$ cat src/rtl/riscv_v_logic_alu_seq_pkg.sv
// Shared types for the vector logical-op sequencer: op encoding, FSM states,
// element-size vector and the ALU source/result containers.
package riscv_v_logic_alu_seq_pkg;

    localparam int MAX_LMUL   = 8;
    localparam int ALU_DATA_W = 64;

    typedef enum logic [1:0] {
        LOGIC_AND    = 2'd0,
        LOGIC_OR     = 2'd1,
        LOGIC_REDAND = 2'd2,
        LOGIC_REDOR  = 2'd3
    } riscv_v_logic_op_t;

    typedef enum logic [1:0] {
        IDLE  = 2'd0,
        READ  = 2'd1,
        DRAIN = 2'd2
    } seq_state_t;

    // One-hot element size: bit0 e8, bit1 e16, bit2 e32, bit3 e64
    typedef logic [3:0] osize_vector_t;

    typedef struct packed {
        logic                  valid;
        logic [ALU_DATA_W-1:0] data;
    } riscv_v_alu_data_t;

    typedef struct packed {
        logic                  valid;
        logic [ALU_DATA_W-1:0] data;
    } riscv_v_wb_data_t;

    function automatic logic op_is_reduct(input riscv_v_logic_op_t op);
        return (op == LOGIC_REDAND) || (op == LOGIC_REDOR);
    endfunction

    function automatic logic op_is_and(input riscv_v_logic_op_t op);
        return (op == LOGIC_AND) || (op == LOGIC_REDAND);
    endfunction

endpackage

$ cat src/rtl/riscv_v_logic_alu_seq_stage.sv
// Read-return tracking (p0) and the S1 register that feeds the ALU, plus the
// reduction accumulator. All ALU-facing outputs come straight from registers,
// except srcb, which selects the accumulator for reduction chunks after the first.
module riscv_v_logic_alu_seq_stage
    import riscv_v_logic_alu_seq_pkg::*;
#(
    parameter int CNT_W = 4
) (
    input  logic                  clk,
    input  logic                  rst,
    input  logic                  i_rd_fire,
    input  logic [CNT_W-1:0]      i_rd_k,
    input  logic                  i_rd_last,
    input  logic                  i_is_and,
    input  logic                  i_is_or,
    input  logic                  i_is_reduct,
    input  osize_vector_t         i_osize,
    input  riscv_v_alu_data_t     i_rdata_a,
    input  riscv_v_alu_data_t     i_rdata_b,
    input  logic [ALU_DATA_W-1:0] i_acc_din,
    output logic                  o_vld_p0,
    output logic                  o_vld_p1,
    output logic [CNT_W-1:0]      o_k_p1,
    output logic                  o_last_p1,
    output logic                  o_is_and,
    output logic                  o_is_or,
    output logic                  o_is_reduct,
    output osize_vector_t         o_osize,
    output riscv_v_alu_data_t     o_srca,
    output riscv_v_alu_data_t     o_srcb
);

    logic                  r_vld_p0;
    logic [CNT_W-1:0]      r_k_p0;
    logic                  r_last_p0;
    logic                  r_vld_p1;
    logic [CNT_W-1:0]      r_k_p1;
    logic                  r_last_p1;
    logic                  r_is_and_p1;
    logic                  r_is_or_p1;
    logic                  r_is_reduct_p1;
    osize_vector_t         r_osize_p1;
    logic                  r_srca_vld_p1;
    logic                  r_srcb_vld_p1;
    logic [ALU_DATA_W-1:0] r_srca_data_p1;
    logic [ALU_DATA_W-1:0] r_srcb_data_p1;
    logic                  r_use_acc_p1;
    logic [ALU_DATA_W-1:0] r_acc;

    // Control: valid pipeline, registered ALU controls, accumulator
    always_ff @(posedge clk) begin
        if (rst) begin
            r_vld_p0       <= 1'b0;
            r_vld_p1       <= 1'b0;
            r_is_and_p1    <= 1'b0;
            r_is_or_p1     <= 1'b0;
            r_is_reduct_p1 <= 1'b0;
            r_osize_p1     <= '0;
            r_srca_vld_p1  <= 1'b0;
            r_srcb_vld_p1  <= 1'b0;
            r_use_acc_p1   <= 1'b0;
            r_acc          <= '0;
        end else begin
            // p0 -> S1: read data arrives this cycle, capture it with its chunk
            r_vld_p0       <= i_rd_fire;
            r_vld_p1       <= r_vld_p0;
            r_is_and_p1    <= r_vld_p0 & i_is_and;
            r_is_or_p1     <= r_vld_p0 & ~i_is_and & i_is_or;
            r_is_reduct_p1 <= r_vld_p0 & i_is_reduct;
            r_osize_p1     <= r_vld_p0 ? i_osize : '0;
            r_srca_vld_p1  <= r_vld_p0 & (i_is_reduct ? i_rdata_b.valid : i_rdata_a.valid);
            r_srcb_vld_p1  <= r_vld_p0 & (i_is_reduct ? i_rdata_a.valid : i_rdata_b.valid);
            r_use_acc_p1   <= r_vld_p0 & i_is_reduct & (r_k_p0 != '0);
            if (r_vld_p1) begin
                r_acc <= i_acc_din;
            end
        end
    end

    // Data: chunk index and operand capture, no reset needed
    always_ff @(posedge clk) begin
        if (i_rd_fire) begin
            r_k_p0    <= i_rd_k;
            r_last_p0 <= i_rd_last;
        end
        if (r_vld_p0) begin
            r_k_p1         <= r_k_p0;
            r_last_p1      <= r_last_p0;
            // Reductions chain vs2 chunks through srca; vs1 chunk 0 seeds srcb
            r_srca_data_p1 <= i_is_reduct ? i_rdata_b.data : i_rdata_a.data;
            r_srcb_data_p1 <= i_is_reduct ? i_rdata_a.data : i_rdata_b.data;
        end
    end

    assign o_vld_p0    = r_vld_p0;
    assign o_vld_p1    = r_vld_p1;
    assign o_k_p1      = r_k_p1;
    assign o_last_p1   = r_last_p1;
    assign o_is_and    = r_is_and_p1;
    assign o_is_or     = r_is_or_p1;
    assign o_is_reduct = r_is_reduct_p1;
    assign o_osize     = r_osize_p1;
    assign o_srca      = {r_srca_vld_p1, r_srca_data_p1};
    assign o_srcb      = r_use_acc_p1 ? {1'b1, r_acc} : {r_srcb_vld_p1, r_srcb_data_p1};

endmodule

$ cat src/rtl/riscv_v_logic_alu_seq.sv
// Sequencer for vector logical ops over a register group: accepts one
// instruction, reads one chunk per cycle from the VRF, drives the ALU from the
// S1 stage and writes results back (one scalar write for reductions).
module riscv_v_logic_alu_seq
    import riscv_v_logic_alu_seq_pkg::*;
#(
    parameter int MAX_CHUNKS = 8,
    parameter int REG_ADDR_W = 5
) (
    input  logic                          clk,
    input  logic                          rst,
    input  logic                          req_valid,
    output logic                          req_ready,
    input  riscv_v_logic_op_t             req_op,
    input  osize_vector_t                 req_osize_vector,
    input  logic [REG_ADDR_W-1:0]         req_vs1,
    input  logic [REG_ADDR_W-1:0]         req_vs2,
    input  logic [REG_ADDR_W-1:0]         req_vd,
    input  logic [$clog2(MAX_CHUNKS):0]   req_nchunks,
    output logic                          rf_rd_en,
    output logic [REG_ADDR_W-1:0]         rf_rd_addr_a,
    output logic [REG_ADDR_W-1:0]         rf_rd_addr_b,
    input  riscv_v_alu_data_t             rf_rdata_a,
    input  riscv_v_alu_data_t             rf_rdata_b,
    output logic                          alu_is_and,
    output logic                          alu_is_or,
    output logic                          alu_is_reduct,
    output osize_vector_t                 alu_osize_vector,
    output riscv_v_alu_data_t             alu_srca,
    output riscv_v_alu_data_t             alu_srcb,
    input  riscv_v_wb_data_t              alu_result,
    output logic                          wb_valid,
    output logic [REG_ADDR_W-1:0]         wb_addr,
    output riscv_v_wb_data_t              wb_data,
    output logic                          busy
);

    localparam int CNT_W = $clog2(MAX_CHUNKS) + 1;

    seq_state_t            r_state;
    logic [CNT_W-1:0]      r_k;
    logic [CNT_W-1:0]      r_n;
    riscv_v_logic_op_t     r_op;
    osize_vector_t         r_osize;
    logic [REG_ADDR_W-1:0] r_vs1;
    logic [REG_ADDR_W-1:0] r_vs2;
    logic [REG_ADDR_W-1:0] r_vd;

    logic                  w_accept;
    logic                  w_last_rd;
    logic [CNT_W-1:0]      w_n_eff;
    logic                  w_vld_p0;
    logic                  w_vld_p1;
    logic [CNT_W-1:0]      w_k_p1;
    logic                  w_last_p1;

    assign w_accept  = req_valid && (r_state == IDLE);
    assign w_last_rd = (r_k == (r_n - CNT_W'(1)));

    // Chunk count normalisation: 0 runs as one chunk, oversize clamps to MAX_CHUNKS
    always_comb begin
        w_n_eff = req_nchunks;
        if (req_nchunks == '0) begin
            w_n_eff = CNT_W'(1);
        end else if (req_nchunks > CNT_W'(MAX_CHUNKS)) begin
            w_n_eff = CNT_W'(MAX_CHUNKS);
        end
    end

    // Sequencer FSM and chunk counter
    always_ff @(posedge clk) begin
        if (rst) begin
            r_state <= IDLE;
            r_k     <= '0;
        end else begin
            case (r_state)
                IDLE: begin
                    r_k <= '0;
                    if (w_accept) begin
                        r_state <= READ;
                    end
                end
                READ: begin
                    if (w_last_rd) begin
                        r_state <= DRAIN;
                    end else begin
                        r_k <= r_k + CNT_W'(1);
                    end
                end
                DRAIN: begin
                    if (!w_vld_p0) begin
                        r_state <= IDLE;
                    end
                end
                default: r_state <= IDLE;
            endcase
        end
    end

    // Instruction fields latched at accept; later request changes are ignored
    always_ff @(posedge clk) begin
        if (w_accept) begin
            r_op    <= req_op;
            r_osize <= req_osize_vector;
            r_vs1   <= req_vs1;
            r_vs2   <= req_vs2;
            r_vd    <= req_vd;
            r_n     <= w_n_eff;
        end
    end

    assign req_ready    = (r_state == IDLE);
    assign busy         = (r_state != IDLE);
    assign rf_rd_en     = (r_state == READ);
    assign rf_rd_addr_a = r_vs1 + REG_ADDR_W'(r_k);
    assign rf_rd_addr_b = r_vs2 + REG_ADDR_W'(r_k);

    riscv_v_logic_alu_seq_stage #(
        .CNT_W (CNT_W)
    ) u_stage (
        .clk         (clk),
        .rst         (rst),
        .i_rd_fire   (rf_rd_en),
        .i_rd_k      (r_k),
        .i_rd_last   (w_last_rd),
        .i_is_and    (op_is_and(r_op)),
        .i_is_or     (!op_is_and(r_op)),
        .i_is_reduct (op_is_reduct(r_op)),
        .i_osize     (r_osize),
        .i_rdata_a   (rf_rdata_a),
        .i_rdata_b   (rf_rdata_b),
        .i_acc_din   (alu_result.data),
        .o_vld_p0    (w_vld_p0),
        .o_vld_p1    (w_vld_p1),
        .o_k_p1      (w_k_p1),
        .o_last_p1   (w_last_p1),
        .o_is_and    (alu_is_and),
        .o_is_or     (alu_is_or),
        .o_is_reduct (alu_is_reduct),
        .o_osize     (alu_osize_vector),
        .o_srca      (alu_srca),
        .o_srcb      (alu_srcb)
    );

    assign wb_valid = w_vld_p1 && (!alu_is_reduct || w_last_p1);
    assign wb_addr  = alu_is_reduct ? r_vd : (r_vd + REG_ADDR_W'(w_k_p1));
    assign wb_data  = alu_result;

endmodule

$ cat config.mk
export PLATFORM = sky130hd
export DESIGN_NAME = riscv_v_logic_alu_seq
export DESIGN_NICKNAME = d
export VERILOG_FILES = /design/src/rtl/riscv_v_logic_alu_seq_pkg.sv /design/src/rtl/riscv_v_logic_alu_seq_stage.sv /design/src/rtl/riscv_v_logic_alu_seq.sv
export SDC_FILE = /design/constraint.sdc
export NUM_CORES = 1
export LEC_CHECK = 0
export ABC_CLOCK_PERIOD_IN_PS = 5500
export BUFFER_PORTS_ARGS = -buffer_cell sky130_fd_sc_hd__buf_2
export CORE_MARGIN = 2
export CORE_UTILIZATION = 35
export DETAILED_ROUTE_END_ITERATION = 6
export PLACE_DENSITY_LB_ADDON = 0.25
export SYNTH_ARGS = -nofsm -noshare
export SYNTH_HDL_FRONTEND = slang
export SYNTH_HIERARCHICAL = 1
export SYNTH_SLANG_ARGS = --single-unit
$ cat constraint.sdc
create_clock -name clk -period 5.5 [get_ports clk]
set_clock_uncertainty 0.05 [all_clocks]
set_input_delay 0.55 -clock clk [delete_from_list [all_inputs] [get_ports clk]]
set_output_delay 0.55 -clock clk [all_outputs]
set_load 0.02 [all_outputs]
; ---- Yosys cells after proc, flatten, opt, wreduce, memory -nomap -nowiden
; Cells that the tools add are included.
[totals]
input_bits = 223
ff_bits = 245
output_inout_bits = 221
[classes]
addsub = 5
n_lt_le_gt_ge = 1
n_mux = 13
bitwise_logic = 9
n_reduce_logical = 17
n_eq_ne = 9
[ops]
columns = cell, n
row1 = $mux W64, 2
row2 = $mux W65, 1
row3 = $add A5 B4 Y5, 3
row4 = $mux W4, 2
row5 = $pmux W4 S2, 1
row6 = $and A1 B1 Y1, 7
row7 = $eq A2 B2 Y1 const B, 3
row8 = $mux W2, 3
row9 = $ne A2 B2 Y1 const B, 3
row10 = $pmux W2 S3, 1
row11 = $mux W5, 1
row12 = $add A4 B1 Y4 const B, 1
row13 = $eq A4 B4 Y1, 1
row14 = $gt A4 B4 Y1 const B, 1
row15 = $logic_not A2 Y1, 2
row16 = $logic_not A4 Y1, 1
row17 = $reduce_bool A2 Y1, 2
row18 = $reduce_bool A4 Y1, 1
row19 = $reduce_or A2 Y1, 2
row20 = $sub A4 B1 Y4 const B, 1
row21 = $logic_or A1 B1 Y1, 3
row22 = $reduce_and A3 Y1, 1
row23 = $eq A2 B1 Y1 const B, 1
row24 = $logic_and A1 B1 Y1, 2
row25 = other kinds (5), 8

; ---- Longest topological paths before layout
; Gate-level depths: netlist of run 1.
[depth]
ltp_word = 5
ltp_mapped = 7
mapped_depth_nobuf = 7

; ---- Modules after synthesis
; The synthesis of run 1 kept the hierarchy.
[modules_own_cells]
columns = mod, area_each_um2, cells_each, seq_area_each_um2, instances
row1 = riscv_v_logic_alu_seq_stage, 9375.2, 588, 5665.4, 1
row2 = riscv_v_logic_alu_seq, 2229.6, 212, 870.8, 1

; ---- Least setup slack after synthesis of run 1
; Ideal clock, no wire load.
[synth_path]
kind = reg2reg
from = register u_stage.r_vld_p0 (netlist: u_stage/o_vld_p0)
to = register u_stage.r_use_acc_p1
stages_incl_launch_ff = 4
arrival_ps = 4067
required_ps = 5390
setup_slack_ps = 1323
period_less_slack_ps = 4177
n_path_buf = 0
cell_sequence = dfxtp_1 -> nand2b_1 -> inv_1 -> and3_1
[synth_between]
elab_chain_len = 2
[synth_lines]
columns = element, line
row1 = from (decl), riscv_v_logic_alu_seq_stage.sv:33  ; logic r_vld_p0;
row2 = from (signal assigned), riscv_v_logic_alu_seq_stage.sv:65  ; r_vld_p0 <= i_rd_fire;
row3 = $and A1 B1 Y1 (2 in series), riscv_v_logic_alu_seq_stage.sv:73  ; r_use_acc_p1 <= r_vld_p0 & i_is_reduct & (r_k_p0 != '0);
row4 = to (signal assigned), riscv_v_logic_alu_seq_stage.sv:73
row5 = to (decl), riscv_v_logic_alu_seq_stage.sv:47  ; logic r_use_acc_p1;
; Every way passes these cells.
; A chain may end at the register's enable or synchronous reset.

; ---- Worst setup path after layout of run 1
[layout_path]
from = register r_k[0]
to = output port rf_rd_addr_a[4]
[layout_between]
elab_chain_len = 1
[layout_lines]
columns = element, line
row1 = from (decl), riscv_v_logic_alu_seq.sv:41  ; logic [CNT_W-1:0] r_k;
row2 = from (signal assigned), riscv_v_logic_alu_seq.sv:87  ; r_k <= r_k + CNT_W'(1);
row3 = $add A5 B4 Y5, riscv_v_logic_alu_seq.sv:115  ; assign rf_rd_addr_a = r_vs1 + REG_ADDR_W'(r_k);
row4 = to (decl), riscv_v_logic_alu_seq.sv:21  ; output logic [REG_ADDR_W-1:0] rf_rd_addr_a,
; Every way passes these cells.

==> flow_metrics.py, run 1 <==
metrics = {
    "run_status": {
        "outcome": "completed",
    },
    "job": {
        "cap_violations": 0,
    },
    "detailed_routing": {
        "number_of_vias_in_the_routed_layout": 7448,
        "post_drt_via_cell_ratio": 4.564,
        "route.detailed.drc": 0,
        "drtPass1Iterations": 5,
        "route.detailed.wl_per_inst_um": 17.30,
        "drt_iter0_markers": 339,
        "postRouteWirelength_mm": 28.24,
        "antenna_left": 0,
    },
    "floorplan": {
        "die_area_um2": 34630,
        "core_ar_um2": 32620,
        "fp.dieW_um": 186.1,
        "ios": 444,
        "floorplan.initialDensity": 0.3558,
        "placement_rows": 66,
        "die_height_um": 186.1,
    },
    "critical_path": {
        "cp.required_ps": 4900,
        "crit_type": "reg2out",
        "setup.worst_path.end_class": "output port",
        "critical_path_arrival_ps": 2290,
        "critPathMaxStageDelay_ps": 400,
        "critical_path.max_fanout": 9,
        "cp_cell_sequence": "ha_1, fa_1, a21o_1, a21oi_1, xnor2_1, buf_2",
        "critical_path_startpoint_category": "flop",
        "timing.critical_path.slowest_stage_cell": "dfxtp_1",
    },
    "layout": {
        "final.fill_count": 3059,
        "share_of_cells_above_drive_strength_1": 0.5870,
        "layout-area-overhead-vs-synth_pct": 25.23,
        "post-route-cell-area_um2": 14530,
        "finish.net_count": 1408,
        "final_instance_count_without_filler_cells": 1632,
        "fin_util": 0.4455,
    },
    "global_routing": {
        "globalRoute.totalOverflow": 0,
        "grtUsageTotal": 0.1523,
        "antenna_found_initial": 5,
        "pin_count_of_the_biggest_net_entering_global_routing": 78,
        "met3_routing_resource_usage_after_global_routing": 0.03894,
        "grt_pass1_vias": 7218,
        "global_route_wire_length_before_repair_mm": 40.15,
        "globalRoute.busiestLayer": "met2",
        "grt.met1_usage": 0.1784,
        "met2_capacity_usage_during_global_routing": 0.2727,
    },
    "synthesis": {
        "syn-cell-area_um2": 11600,
        "post-synth-top-count-cell": "edfxtp_1",
        "synth_flop_cell": "edfxtp_1",
        "ys_top_cells_by_count": "163 x edfxtp_1, 117 x mux2_2, 82 x dfxtp_1",
        "synth_sequential_area_ratio": 0.5632,
        "synth_warnings": 6,
        "syn-mean-instance-area_um2": 14.51,
        "yosys_register_bits": 245,
        "synth_async_sr_flop_share": 0,
        "synth_largest_area_cell": "edfxtp_1",
        "syn_nets": 1040,
        "synth_edf_count": 163,
        "yosys-top-cells-area": "edfxtp_1 42%, dfxtp_1 14%, mux2_2 11%",
        "synth_largest_type_area_fraction": 0.4218,
        "netlist_instances": 800,
        "yosys.cell_types.count": 46,
    },
    "clocking": {
        "cts.sinks": 245,
        "clkLatencyLatePin_ps": 530,
        "cts_inserted_buffers": 28,
        "cts.path.max_buffers": 3,
        "clk_pin_slew_worst_paths_ps": 60,
        "ctsRootBufferMaster": "clkbuf_16",
        "hold_bufs_at_cts": 0,
        "post_cts_setup_bufs": 0,
        "post_cts_resize_count": 0,
        "clock_tree.htree_level_count": 1,
        "cts_tree": "yes",
    },
    "placed_design": {
        "placed_cell_area_um2": 13640,
        "place_inst": 1580,
        "place.gp.congestion": 0.7508,
        "detailed_place_hpwl_mm": 20.10,
        "io_buffer_count": 441,
    },
    "sta": {
        "report.final.slew_viol_count": 0,
        "timing.final.hold_violations": 0,
        "post-route-period-util": 0.5246,
        "timing.setup.tns_ps": 0,
        "min_period_ps": 2885,
        "max_clock_freq_mhz": 346.6,
        "rsz0062_at_grt": "no",
        "finalSetupViolations": 0,
        "slew-limit-headroom": 0.3131,
        "worst_slew_pin_slew_ps": 1030,
    },
    "power": {
        "total_power_mw": 4.508,
        "vdd.ir_drop.worst_v": 0.0002122,
        "power_density_nw_per_um2": 310.2,
        "p_leak_nw": 6.168,
    },
    "worst_hold_path": {
        "min_path_type": "in2reg",
    },
}
-- metrics by stage --
stage,worst slack (ps),hold WS (ps)
after floorplan,1324,350.3
after global placement,3165,358.4
after detailed placement,3154,364.6
after CTS,2545,90.96
after global routing,2409,103.7
final,2615,138.9
-- critical path: cells and delay by family (launching register included) --
family                     cells  cell delay, ps
AOI/OAI and AO/OA              2             350
xor gates and xnor gates       1             130
adders and majority gates      2             670
buffers and inverters          1             180
DFF                            1             400
-- layout make-up --
| cell class | instances | area [um^2] | share of cell area |
|---|---|---|---|
| repair buffers | 447 | 2255 | 0.1551 |
| clock buffers | 33 | 770.7 | 0.05303 |
| flip-flops and latches | 245 | 6548 | 0.4505 |
| well taps | 442 | 553.0 | 0.03805 |
| diodes | 1 | 2.502 | 0.0001722 |
| multi-input cells | 427 | 4210 | 0.2897 |
| clock inverters | 18 | 122.6 | 0.008437 |
| inverters | 19 | 71.32 | 0.004907 |
-- sequential cells by signal, summed over array words and instances, names as in the netlist, 5 cells and up --
name                    count
r_vs2                       5
u_stage/r_acc              64
u_stage/r_srcb_data_p1     64
r_vd                        5
u_stage/r_srca_data_p1     64
r_vs1                       5
-- final timing paths --
check	from	end	slack [ps]	cells after the start
worst min-delay path	req_vd[3]	r_vd[3]$_DFFE_PP_	140	1
worst max register to register	r_op[1]$_DFFE_PP_	u_stage/r_srca_data_p1[31]$_DFFE_PP_	3320	3
worst min register to register	u_stage/r_last_p0$_DFFE_PP_	u_stage/o_last_p1$_DFFE_PP_	370	0
worst max-delay path	r_k[0]$_SDFFE_PP0P_	rf_rd_addr_a[4]	2610	6
-- cells by family (layout without fill, tap and decap cells) --
group                      Yosys count  after routing  share of synthesized area
buffers and inverters              128            517                    0.07396
DFF                                245            245                     0.5632
other                                0              1                          0
and+or+nand+nor                    108            108                    0.04216
adders and majority gates           17             17                    0.02027
muxes                              259            259                     0.2688
AOI/OAI and AO/OA                   29             29                    0.01790
xor gates and xnor gates            14             14                    0.01369
-- where the power goes --
part	internal (mW)	switching, mW
combinational	0.282	0.329
clock	1.04	0.748
sequential	2.06	0.0445
-- placed cells by master, fill, tap and decap left out, types with 7 or more instances in the layout --
cell type / n
mux2_2: 117
inv_1: 19
buf_2: 440
edfxtp_1: 163
ha_1: 14
nand2_1: 9
o21ai_0: 7
a21oi_1: 7
dfxtp_1: 79
nor2_1: 72
clkbuf_16: 29
buf_4: 7
mux2i_1: 66
mux2_4: 76
-- metal layers --
| metal | part of all wire | wire length (um) |
|---|---|---|
| met5 | 0.0018 | 51 |
| met4 | 0.027 | 770 |
| met3 | 0.067 | 1898 |
| met2 | 0.50 | 14200 |
| met1 | 0.40 | 11320 |
Note: power is estimated with default switching activity, not from simulation.
==> run 2: changes to the inputs <==
ABC_CLOCK_PERIOD_IN_PS = 2400   (was 5500)
clock period = 2.4 ns   (was 5.5 ns; I/O delays follow)
==> flow_metrics.py, run 2 (synthesis results as in run 1) <==
metrics = {
    "power": {
        "power.clock.fraction": 0.376,
        "total_power_mw": 10.76,
        "seq_power_share": 0.446,
        "power_density_nw_per_um2": 612.9,
        "internal_power_mw": 8.127,
        "comb_power_share": 0.177,
        "total_switching_power_mw": 2.636,
        "p_leak_nw": 7.435,
        "p_sw_frac": 0.2449,
        "vdd.ir_drop.worst_v": 0.0004806,
    },
    "placed_design": {
        "place.gp.congestion": 0.7820,
        "io_buffer_count": 441,
        "detailed_place_hpwl_mm": 20.98,
        "place_worst_setup_slack_ps": 364.8,
    },
    "critical_path": {
        "critPathMaxStageDelay_ps": 350,
        "critical_path_arrival_ps": 2120,
        "critical_path_buf_inv_count": 2,
        "critical_path_startpoint_category": "flop",
        "setup.worst_path.end_class": "output port",
        "cp.required_ps": 2110,
        "cp_cell_sequence": "ha_2, inv_2, fa_2, nor2b_1, o21ai_1, a21oi_1, xor2_1, buf_4",
        "critical_path.max_fanout": 2,
        "timing.critical_path.slowest_stage_cell": "fa_2",
        "cp_top_family": "adder cells",
        "crit_type": "reg2out",
    },
    "sta": {
        "post-route-worst-setup-slack_ps": -11.20,
        "finalSetupViolations": 1,
        "rsz0062_at_grt": "yes",
        "max_clock_freq_mhz": 414.7,
        "timing.final.hold_violations": 0,
        "report.final.slew_viol_count": 0,
        "slew-limit-headroom": 0.6058,
        "post-route-period-util": 1.005,
        "worst_slew_pin_slew_ps": 591.3,
        "min_period_ps": 2411,
    },
    "clocking": {
        "cts.sinks": 245,
        "clkLatencyLatePin_ps": 530,
        "ctsRootBufferMaster": "clkbuf_16",
        "clk_pin_slew_worst_paths_ps": 60,
        "cts_inserted_buffers": 28,
        "clock_tree.htree_level_count": 1,
        "cts_tree": "yes",
        "cts.path.max_buffers": 3,
    },
    "layout": {
        "layout-area-overhead-vs-synth_pct": 51.33,
        "share_of_cells_above_drive_strength_1": 0.4808,
        "antennaDiodeCount": 0,
        "mostFrequentLayoutCells": "437 x buf_2, 285 x dlygate4sd3_1, 163 x edfxtp_1",
        "finish.net_count": 1705,
        "mostFrequentLayoutCell": "buf_2",
        "final.fill_count": 2691,
        "fin_util": 0.5384,
        "reg.largest.list": "u_stage/r_acc: 64 flops, u_stage/r_srca_data_p1: 64 flops, u_stage/r_srcb_data_p1: 64 flops",
    },
    "worst_hold_path": {
        "min_path_type": "in2reg",
    },
    "global_routing": {
        "grtUsageTotal": 0.1767,
        "global_route_wire_length_before_repair_mm": 47.46,
        "globalRoute.totalOverflow": 0,
        "grt_pass1_vias": 9026,
        "pin_count_of_the_biggest_net_entering_global_routing": 69,
        "antenna_found_initial": 0,
    },
    "floorplan": {
        "die_area_um2": 34630,
        "placement_rows": 66,
        "ios": 444,
        "floorplan.initialDensity": 0.3558,
        "core_ar_um2": 32620,
        "fp.dieW_um": 186.1,
        "die_height_um": 186.1,
    },
    "run_status": {
        "violations": "setup timing",
        "outcome": "finished, violations left",
    },
    "detailed_routing": {
        "drt_iter0_markers": 286,
        "drtPass1Iterations": 4,
        "routed-wl-met3_mm": 1.995,
        "wl_met2_mm": 17.27,
        "antenna_left": 0,
        "detail_route.wirelength.met1_mm": 12.47,
        "postRouteWirelength_mm": 33.04,
        "topRoutingLayerUsed": "met4",
        "number_of_vias_in_the_routed_layout": 8732,
        "route.detailed.drc": 0,
        "post_drt_via_cell_ratio": 4.527,
        "route.detailed.wl_per_inst_um": 17.13,
    },
    "job": {
        "cap_violations": 0,
    },
}
[run 2: changes by cell type in the layout (fill, tap and decap cells not counted), moves of 4 or more]
cell,before,now
clkinvlp_4,6,0
clkinv_1,6,0
clkbuf_1,1,16
dlygate4sd3_1,0,285
clkinv_2,5,1
buf_4,7,17
buf_12,0,5
[run 2: repair_timing]
action                                 CTS  global route
resized for setup                       13             8
setup endpoints to repair                4             5
hold buffers                           285             0
setup buffers                            1             4
pin swaps                                4             5
gates cloned                             0             0
endpoints found under the hold margin  220             0
[run 2: worst paths after layout]
path	startpoint	end	slack [ps]	depth (start not counted)
worst max-delay path	r_vd[0]$_DFFE_PP_	wb_addr[4]	-10	8
worst max register to register	r_op[1]$_DFFE_PP_	u_stage/r_srca_data_p1[36]$_DFFE_PP_	210	3
worst min register to register	u_stage/r_last_p0$_DFFE_PP_	u_stage/o_last_p1$_DFFE_PP_	380	0
worst min-delay path	rst	u_stage/r_srcb_vld_p1$_SDFF_PP0_	100	3
[run 2: layout make-up]
| class | count | area [um^2] | share of cell area |
|---|---|---|---|
| multi-input combinational | 427 | 4247 | 0.2418 |
| inverter | 19 | 71.32 | 0.004061 |
| timing repair buffer | 744 | 5268 | 0.2999 |
| tap | 442 | 553.0 | 0.03149 |
| sequential | 245 | 6555 | 0.3733 |
| clock buffer | 50 | 854.6 | 0.04866 |
| clock inverter | 2 | 13.76 | 0.0007837 |
[run 2: power groups by stage]
stage / Clock (mW) / Sequential, mW / Combinational (mW)
final: 4.05 / 4.81 / 1.91
after global routing: 4.35 / 4.82 / 2.04
after CTS: 4.20 / 4.81 / 1.88
after detailed placement: 0 / 4.90 / 1.47
after global placement: 0 / 4.89 / 1.45
after floorplan: 0 / 4.97 / 0.908
[run 2: per-layer routing]
layer,up-vias,global-route usage
met1,4166,0.1908
met2,324,0.3323
met4,0,0.06898
met3,78,0.04011
met5,-,0
li1,4164,-
[run 2: stage by stage]
| stage | setup TNS [ps] | cells | hold WS [ps] | instance area, um^2 |
|---|---|---|---|---|
| after detailed placement | 0 | 1587 | 365.6 | 13750 |
| final | -11.20 | 1929 | 103.8 | 17560 |
| after floorplan | 0 | 800 | 288.9 | 11610 |
| after global placement | 0 | 1587 | 354.2 | 13750 |
| after CTS | -42.74 | 1925 | 83.96 | 17500 |
| after global routing | -288.1 | 1929 | 125.0 | 17560 |
[run 2: worst register-to-register path, delay by kind of cell (launching register included)]
kind,cells,cell delay [ps]
multiplexers,1,530
flip-flops,1,440
buffers and inverters,2,930
